File: config.mk
export PLATFORM = sky130hd
export DESIGN_NAME = bcd_serial_addsub
export DESIGN_NICKNAME = d
export VERILOG_FILES = /design/src/rtl/bcd_serial_addsub.sv
export SDC_FILE = /design/constraint.sdc
export NUM_CORES = 1
export LEC_CHECK = 0
export CAP_MARGIN = 10
export CORE_ASPECT_RATIO = 1.1
export CORE_MARGIN = 8
export CORE_UTILIZATION = 37
export CTS_BUF_LIST = sky130_fd_sc_hd__clkbuf_4 sky130_fd_sc_hd__clkbuf_8 sky130_fd_sc_hd__clkbuf_16
export DETAILED_ROUTE_END_ITERATION = 10
export GPL_TIMING_DRIVEN = 0
export SLEW_MARGIN = 20
export SYNTH_ARGS = -nofsm -noshare
export SYNTH_HDL_FRONTEND = slang
export SYNTH_SLANG_ARGS = --single-unit
File: constraint.sdc
create_clock -name clk -period 4.24 [get_ports clk]
set_input_delay 0.848 -clock clk [delete_from_list [all_inputs] [get_ports clk]]
set_output_delay 0.848 -clock clk [all_outputs]
set_load 0.005 [all_outputs]
File: src/rtl/bcd_serial_addsub.sv
// Digit-serial packed-BCD adder/subtractor, one digit per clock, LSD first.
// Ports: clk, rst (sync, active-high), start/sub/a/b/cin in; busy/done/s/cout/invalid out.
// Optional: define BCD_INVALID_CHECK_EN to build the non-BCD digit detector.
module bcd_serial_addsub #(
  parameter int DIGITS = 4
) (
  input  logic                clk,
  input  logic                rst,
  input  logic                start,
  input  logic                sub,
  input  logic [4*DIGITS-1:0] a,
  input  logic [4*DIGITS-1:0] b,
  input  logic                cin,
  output logic                busy,
  output logic                done,
  output logic [4*DIGITS-1:0] s,
  output logic                cout,
  output logic                invalid
);

  localparam int W  = 4 * DIGITS;
  localparam int IW = (DIGITS > 1) ? $clog2(DIGITS) : 1;

  typedef enum logic [1:0] {
    IDLE = 2'd0,
    RUN  = 2'd1,
    FIN  = 2'd2
  } state_t;

  state_t        state_q, state_d;
  logic [W-1:0]  a_q, b_q, s_q;
  logic          sub_q, c_q, cout_q, done_q;
  logic [IW-1:0] idx_q;

  logic [3:0] ad, bd_raw, bd, dig;
  logic [4:0] t, tp6;
  logic       gt9, last;

  always_ff @(posedge clk) begin
    if (rst) state_q <= IDLE;
    else     state_q <= state_d;
  end

  assign last = (idx_q == IW'(DIGITS - 1));

  always_comb begin
    state_d = state_q;
    unique case (state_q)
      IDLE:    if (start) state_d = RUN;
      RUN:     if (last) state_d = FIN;
      FIN:     state_d = IDLE;
      default: state_d = IDLE;
    endcase
  end

  always_comb begin
    busy = (state_q == RUN);
    done = done_q;
    s    = s_q;
    cout = cout_q;
  end

  // Select the current digit of each captured operand.
  always_comb begin
    ad     = 4'd0;
    bd_raw = 4'd0;
    for (int i = 0; i < DIGITS; i++) begin
      if (idx_q == IW'(i)) begin
        ad     = a_q[4*i +: 4];
        bd_raw = b_q[4*i +: 4];
      end
    end
  end

  // Subtraction adds the nine's complement; the inverted borrow-in
  // seeded into c_q completes the ten's complement.
  always_comb begin
    bd  = sub_q ? (4'd9 - bd_raw) : bd_raw;
    t   = {1'b0, ad} + {1'b0, bd} + {4'd0, c_q};
    gt9 = (t > 5'd9);
    tp6 = t + 5'd6;
    dig = gt9 ? tp6[3:0] : t[3:0];
  end

  always_ff @(posedge clk) begin
    if (rst) begin
      a_q    <= '0;
      b_q    <= '0;
      s_q    <= '0;
      sub_q  <= 1'b0;
      c_q    <= 1'b0;
      cout_q <= 1'b0;
      done_q <= 1'b0;
      idx_q  <= '0;
    end else begin
      done_q <= 1'b0;
      unique case (state_q)
        IDLE: begin
          if (start) begin
            a_q   <= a;
            b_q   <= b;
            sub_q <= sub;
            c_q   <= sub ? ~cin : cin;
            idx_q <= '0;
          end
        end
        RUN: begin
          for (int i = 0; i < DIGITS; i++) begin
            if (idx_q == IW'(i)) s_q[4*i +: 4] <= dig;
          end
          c_q   <= gt9;
          idx_q <= idx_q + 1'b1;
        end
        FIN: begin
          cout_q <= c_q;
          done_q <= 1'b1;
        end
        default: ;
      endcase
    end
  end

`ifdef BCD_INVALID_CHECK_EN
  logic flag_q, inv_q;

  always_ff @(posedge clk) begin
    if (rst) begin
      flag_q <= 1'b0;
      inv_q  <= 1'b0;
    end else begin
      unique case (state_q)
        IDLE: begin
          if (start) begin
            flag_q <= 1'b0;
            inv_q  <= 1'b0;
          end
        end
        RUN: begin
          if ((ad > 4'd9) || (bd_raw > 4'd9)) flag_q <= 1'b1;
        end
        FIN:     inv_q <= flag_q;
        default: ;
      endcase
    end
  end

  assign invalid = inv_q;
`else
  assign invalid = 1'b0;
`endif

endmodule

==> run_results.csv, run 1 <==
group,metric,value,unit
outcome,status,"finished clean",
setup_path,rr_endpoint,"s[1]",
setup_path,slowest_delay,0.50,ns
timing,finClkSkew,0.00544,ns
layout,drive_above_1_share,0.101,
timing,min_period,3.98,ns
synthesis,synth-seq-cells,56,
clock_tree,cts_tree,"done",
synthesis,synth_cells,335,
power_and_ir_drop,comb_power_share,0.273,
layout,multiInputGateArea,1500,µm²
clock_tree,cts_htree_levels,2,
power_and_ir_drop,powerDensity,344,nW/µm²
global_routing,grt_pass1_wl,11100,µm
die,die_area,10300,µm²
synthesis,syn_nets,383,
drt,routed.top_layer,"met4",
setup_path,slowest_stage,"fa_1",
die,die_w,97.7,µm
die,start_util,0.385,
clock_tree,cts.clk_slew.worst_paths,0.10,ns
drt,wl_met1,3200,µm
setup_path,critPathTopFamily,"adder cells",
timing,max_freq,251,MHz
power_and_ir_drop,p_leak,1.27,nW
placement,place_ws,-0.0668,ns
power_and_ir_drop,power_frac_seq,0.474,
clock_tree,clk_latency,0.31,ns
setup_path,cp.required,4.41,ns
setup_path,path_class,"reg2reg",
layout,n_antenna_cell,0,
power_and_ir_drop,switching_share,0.307,
drt,routed_via_density,4.79,
global_routing,first_global_vias,2375,
drt,drt_iter0_drc,78,
drt,wl_per_cell,13.6,µm
timing,period_share,0.939,
timing,setup_viol,0,
power_and_ir_drop,internal-power,0.000834,W
hold_path,hp-start,"a_q[0]",
drt,wl_met2,2990,µm
die,rows,32,
timing,timing.final.hold_violations,0,
timing,rsz0062_at_grt,"false",
drt,first_pass_iters,4,
synthesis,ys_warn_count,0,
power_and_ir_drop,vdd_drop_max,0.168,mV
placement,hpwl,5030,µm
hold_path,whs_path_depth,2,
setup_path,cp-start-kind,"flip-flop",
die,io_pins,57,
drt,met3_length,314,µm
setup_path,reg2regPathDepth,16,
placement,dpl-instance-area,3360,µm²
setup_path,worstReg2RegStart,"idx_q[1]",
synthesis,synth_area_leaders,"dfxtp_1, nand2_1, a21oi_1",
drt,drtAntennaViolNets,0,
power_and_ir_drop,clock_power_share,0.253,
timing,maxSlewHeadroom,0.641,
die,die_h,106,µm
global_routing,antenna_found_initial,0,
timing,worst_pin_slew,0.538,ns
setup_path,arrival,4.16,ns
timing,worst_slack,0.257,ns
hold_path,hold_path_class,"reg2reg",
layout,regArea,1120,µm²
global_routing,grt_overflow_total,0,
setup_path,timing.critical_path.from,"idx_q[1]",
setup_path,path_cells,"inv_1 -> ha_2 -> buf_2 -> nand3b_1 -> a21oi_1 -> a21oi_1 -> nor2_1 -> a21oi_1 -> fa_1 -> fa_1 -> xor2_2 -> ha_2 -> a221oi_2 -> nor2_2 -> a221oi_4 -> a211oi_1",
drt,dr_total_vias,2302,
clock_tree,cts_sinks,56,
synthesis,synth.distinct_cells,46,
timing,finalSetupTns,0,ns
flow_run,cap_violations,0,
die,core-area,7050,µm²
layout,nets,443,
drt,drc,0,
placement,portBuffers,54,
layout,final_area,3490,µm²
timing,worst_hold_slack,0.460,ns
setup_path,cp_max_fo,10,
synthesis,syn_area,2720,µm²
layout,area_growth,28.6,%
layout,final_util,0.495,
power_and_ir_drop,power.switching,0.000369,W
layout,fillers,739,
synthesis,synth_top_cell_by_area,"dfxtp_1",
drt,routed_wl,6560,µm
clock_tree,cts_buffer_depth,2,
setup_path,cp_common_cell,"a21oi_1",
clock_tree,clock-root-buffer,"clkbuf_8",
global_routing,grt_max_degree,18,
setup_path,regToRegSetupSlack,0.26,ns
clock_tree,numCtsBuffers,5,
synthesis,synth_seq_area_share,0.413,
timing,maxSlewViolCount,0,
hold_path,min_to,"a_q[0]",
synthesis,avgSynthCellArea,8.10,µm²
global_routing,groute.usage.overall,0.128,
synthesis,yosysTopAreaCellShare,0.413,
placement,gp_congestion,0.758,
setup_path,path_buf_inv,2,
setup_path,crit_path_end_kind,"flip-flop",
[logic make-up (layout without fill, tap and decap cells)]
logic type / after synthesis / after routing / synth area share
buffers and inverters: 31 / 92 / 0.0465
muxes: 5 / 5 / 0.0244
and+or+nand+nor: 137 / 137 / 0.225
other: 1 / 1 / 0.00138
xor gates and xnor gates: 5 / 5 / 0.0258
adders and majority gates: 11 / 11 / 0.0562
DFF: 56 / 56 / 0.413
AOI/OAI and AO/OA: 89 / 89 / 0.207
[Yosys cell counts, drive strengths merged]
library cell and n:
a211oi 13, nand2 83, clkbuf 17, mux2i 5, xor2 3, o21ba 1, buf 9, nor2b 7
and3b 1, a21oi 57, dfxtp 56, a21boi 1, nand3b 8, a221oi 3, xnor2 2, nand2b 2
conb 1, nor3 2, and2 6, a311oi 4, o21ai 6, and4 1, inv 5, fa 2
a31o 1, ha 9, or3 1, a21o 2, nor2 25, a22oi 1, nor3b 1
[cells in the final DEF, fill, tap and decap left out, types with 4 or more instances in the layout]
cell type,n
a211oi_1,9
a211oi_2,4
a21oi_1,55
a311oi_1,4
and2_1,6
buf_1,4
buf_2,5
clkbuf_1,11
clkbuf_8,5
clkdlybuf4s50_1,54
dfxtp_1,56
ha_1,5
inv_1,5
nand2_1,82
nand3b_1,7
nor2_1,24
nor2b_1,7
[flip-flops by register name (all words and copies together) (netlist names)]
register,count
state_q,2
b_q,16
s,16
c_q,1
a_q,16
cout,1
idx_q,2
sub_q,1
done,1
[how the worst max path moves through the flow]
stage                        to  slack, ns  cells after the start
after floorplan            s[1]       0.61                     16
after global placement    s[13]      -0.06                     18
after detailed placement   s[1]      -0.07                     18
after CTS                  s[1]       0.02                     18
after global routing       s[1]       0.02                     16
final                      s[1]       0.26                     16
[layout make-up]
class                      count  area share
tap                           85      0.0305
timing repair buffer          55       0.157
clock inverter                 2     0.00394
inverter                       5     0.00538
clock buffer                   6      0.0219
sequential                    56       0.321
multi-input combinational    248       0.430
buffer                        24      0.0297
[through the flow]
step | instances | total power [W]
after detailed placement | 474 | 0.000898
final | 481 | 0.00120
after floorplan | 335 | 0.000795
after global placement | 474 | 0.000894
after CTS | 481 | 0.00120
after global routing | 481 | 0.00127
[power by group through the flow]
stage | Combinational [W] | Sequential [W] | Clock [W]
6_report | 0.000328 | 0.000570 | 0.000304
5_1_grt | 0.000362 | 0.000575 | 0.000330
4_1_cts | 0.000317 | 0.000570 | 0.000314
3_5_place_dp | 0.000316 | 0.000583 | 0
3_3_place_gp | 0.000312 | 0.000582 | 0
2_1_floorplan | 0.000215 | 0.000580 | 0
[tightest hold or removal path, stage by stage, from the launching register on]
cell	delay [ns]
dfxtp_1	0.32
nand2_1	0.05
a21oi_1	0.05
[timing repair]
item                                    in CTS  in global routing
setup buffers                                0                  1
endpoints found under the setup margin       4                  8
pin swaps                                    0                  2
gates resized for setup                      1                 12
hold buffers                                 0                  0
[metal layers]
layer | global-route usage | up-vias
met1 | 0.154 | 1003
met3 | 0.0366 | 5
met5 | 0 | -
met2 | 0.220 | 49
met4 | 0.0293 | 0
li1 | - | 1245
Power figures use the tool's default switching activity.
==> run 2, diff against run 1 <==
CTS_BUF_LIST = unset   (was sky130_fd_sc_hd__clkbuf_4 sky130_fd_sc_hd__clkbuf_8 sky130_fd_sc_hd__clkbuf_16)
DONT_BUFFER_PORTS = 1   (was unset)
==> run_results.csv, run 2 (synthesized netlist as in run 1, its figures left out) <==
group,metric,value,unit
outcome,status,"finished clean",
die,io_pins,57,
drt,drtAntennaViolNets,0,
timing,maxSlewHeadroom,0.660,
die,die_w,97.7,µm
layout,nets,388,
hold_path,whs_path_depth,2,
setup_path,rr_endpoint,"s[9]",
timing,setup_viol,0,
layout,drive_above_1_share,0.111,
global_routing,groute.usage.overall,0.124,
timing,min_period,3.88,ns
setup_path,cp-start-kind,"flip-flop",
power_and_ir_drop,vdd_drop_max,0.193,mV
setup_path,worstReg2RegStart,"idx_q[1]",
timing,worst_slack,0.363,ns
timing,worst_pin_slew,0.510,ns
placement,place_ws,-0.0236,ns
clock_tree,cts_buffer_depth,2,
placement,hpwl,4870,µm
clock_tree,cts.clk_slew.worst_paths,0.10,ns
clock_tree,cts_sinks,56,
setup_path,cp.required,4.42,ns
global_routing,antenna_found_initial,0,
layout,n_antenna_cell,0,
drt,routed_wl,6260,µm
hold_path,hold_path_class,"reg2reg",
global_routing,grt_pass1_wl,10700,µm
die,die_area,10300,µm²
setup_path,regToRegSetupSlack,0.36,ns
setup_path,arrival,4.06,ns
timing,finClkSkew,0.00377,ns
die,rows,32,
global_routing,grt_overflow_total,0,
layout,layout_commonest_cell,"nand2_1",
clock_tree,clk_latency,0.31,ns
setup_path,cp_max_fo,10,
flow_run,cap_violations,0,
drt,drt_iter0_drc,54,
clock_tree,cts_htree_levels,2,
global_routing,first_global_vias,2213,
timing,maxSlewViolCount,0,
timing,rsz0062_at_grt,"false",
layout,final_util,0.419,
die,start_util,0.385,
clock_tree,clock-root-buffer,"clkbuf_8",
clock_tree,cts_tree,"done",
setup_path,reg2regPathDepth,16,
hold_path,hp-start,"a_q[14]",
global_routing,grt_max_degree,18,
drt,dr_total_vias,2172,
timing,timing.final.hold_violations,0,
die,die_h,106,µm
setup_path,path_class,"reg2reg",
drt,wl_per_cell,14.7,µm
clock_tree,numCtsBuffers,5,
timing,period_share,0.914,
setup_path,crit_path_end_kind,"flip-flop",
placement,gp_congestion,0.750,
timing,max_freq,258,MHz
layout,final_cell_mix,"nand2_1, dfxtp_1, a21oi_1",
power_and_ir_drop,p_leak,1.07,nW
layout,area_growth,8.80,%
drt,first_pass_iters,4,
hold_path,min_to,"a_q[14]",
drt,drc,0,
die,core-area,7050,µm²
placement,portBuffers,0,
drt,routed_via_density,5.10,
power_and_ir_drop,powerDensity,408,nW/µm²
timing,finalSetupTns,0,ns
-- run 2: cell count changes in the layout (fill, tap and decap cells not counted), sizes merged --
| cell | delta |
|---|---|
| clkinv | -1 |
| clkdlybuf4s50 | -54 |
| clkbuf | +1 |
| bufinv | +1 |
| buf | -2 |
-- run 2: worst max-delay path by stage --
stage | slack (ns) | start | endpoint
2_1_floorplan | 0.61 | idx_q[0] | s[1]
3_3_place_gp | 0.02 | idx_q[0] | s[13]
3_5_place_dp | -0.02 | idx_q[0] | s[9]
4_1_cts | 0.08 | idx_q[1] | s[9]
5_1_grt | 0.0004 | idx_q[1] | s[10]
6_report | 0.36 | idx_q[1] | s[9]
-- run 2: routing by layer --
metal,track usage,part of all wire,up-vias
met3,0.0496,0.091,7
li1,-,-,1132
met1,0.150,0.46,976
met5,0,0,-
met4,0.0293,0.0091,0
met2,0.201,0.44,57
-- run 2: repair_timing --
item,in CTS,in global routing
hold endpoints to repair,0,0
cloned,0,0
endpoints found under the setup margin,4,8
resized for setup,1,10
pin swaps,0,2
buffers inserted,0,0
hold buffers,0,0
-- run 2: per-stage QoR --
step,power [W],hold slack [ns],instances,instance area [µm²]
global route,0.00128,0.473,426,2950
detailed placement,0.000853,0.447,420,2820
CTS,0.00121,0.462,427,2930
floorplan,0.000795,0.432,335,2720
global placement,0.000845,0.444,420,2820
finish,0.00120,0.462,426,2950
-- run 2: report_power, final --
group	total [W]	leakage [nW]	switching (W)	internal, W
Clock	0.000358	0.0558	0.000179	0.000179
Sequential	0.000572	0.458	0.0000175	0.000555
Combinational	0.000274	0.557	0.000162	0.000113
Total	0.00120	1.07	0.000358	0.000846
-- run 2: area by class of cell --
| class | count | area [µm²] |
|---|---|---|
| multi-input cells | 248 | 1490 |
| fillers | 757 | 4090 |
| well taps | 85 | 106 |
| plain buffers | 24 | 104 |
| clock buffers | 6 | 72.6 |
| inverters | 5 | 18.8 |
| clock inverters | 2 | 38.8 |
| flip-flops and latches | 56 | 1120 |
-- run 2: critical path: stages (launching register included) --
cell      delay, ns
dfxtp_1        0.37
inv_1          0.08
ha_2           0.23
clkbuf_2       0.20
nand3b_1       0.19
a21oi_1        0.16
a21oi_1        0.06
nor2_1         0.09
a21oi_1        0.07
fa_1           0.42
fa_2           0.44
xor2_2         0.21
ha_1           0.28
a221oi_2       0.34
nor2_2         0.12
a221oi_4       0.38
a211oi_1       0.12
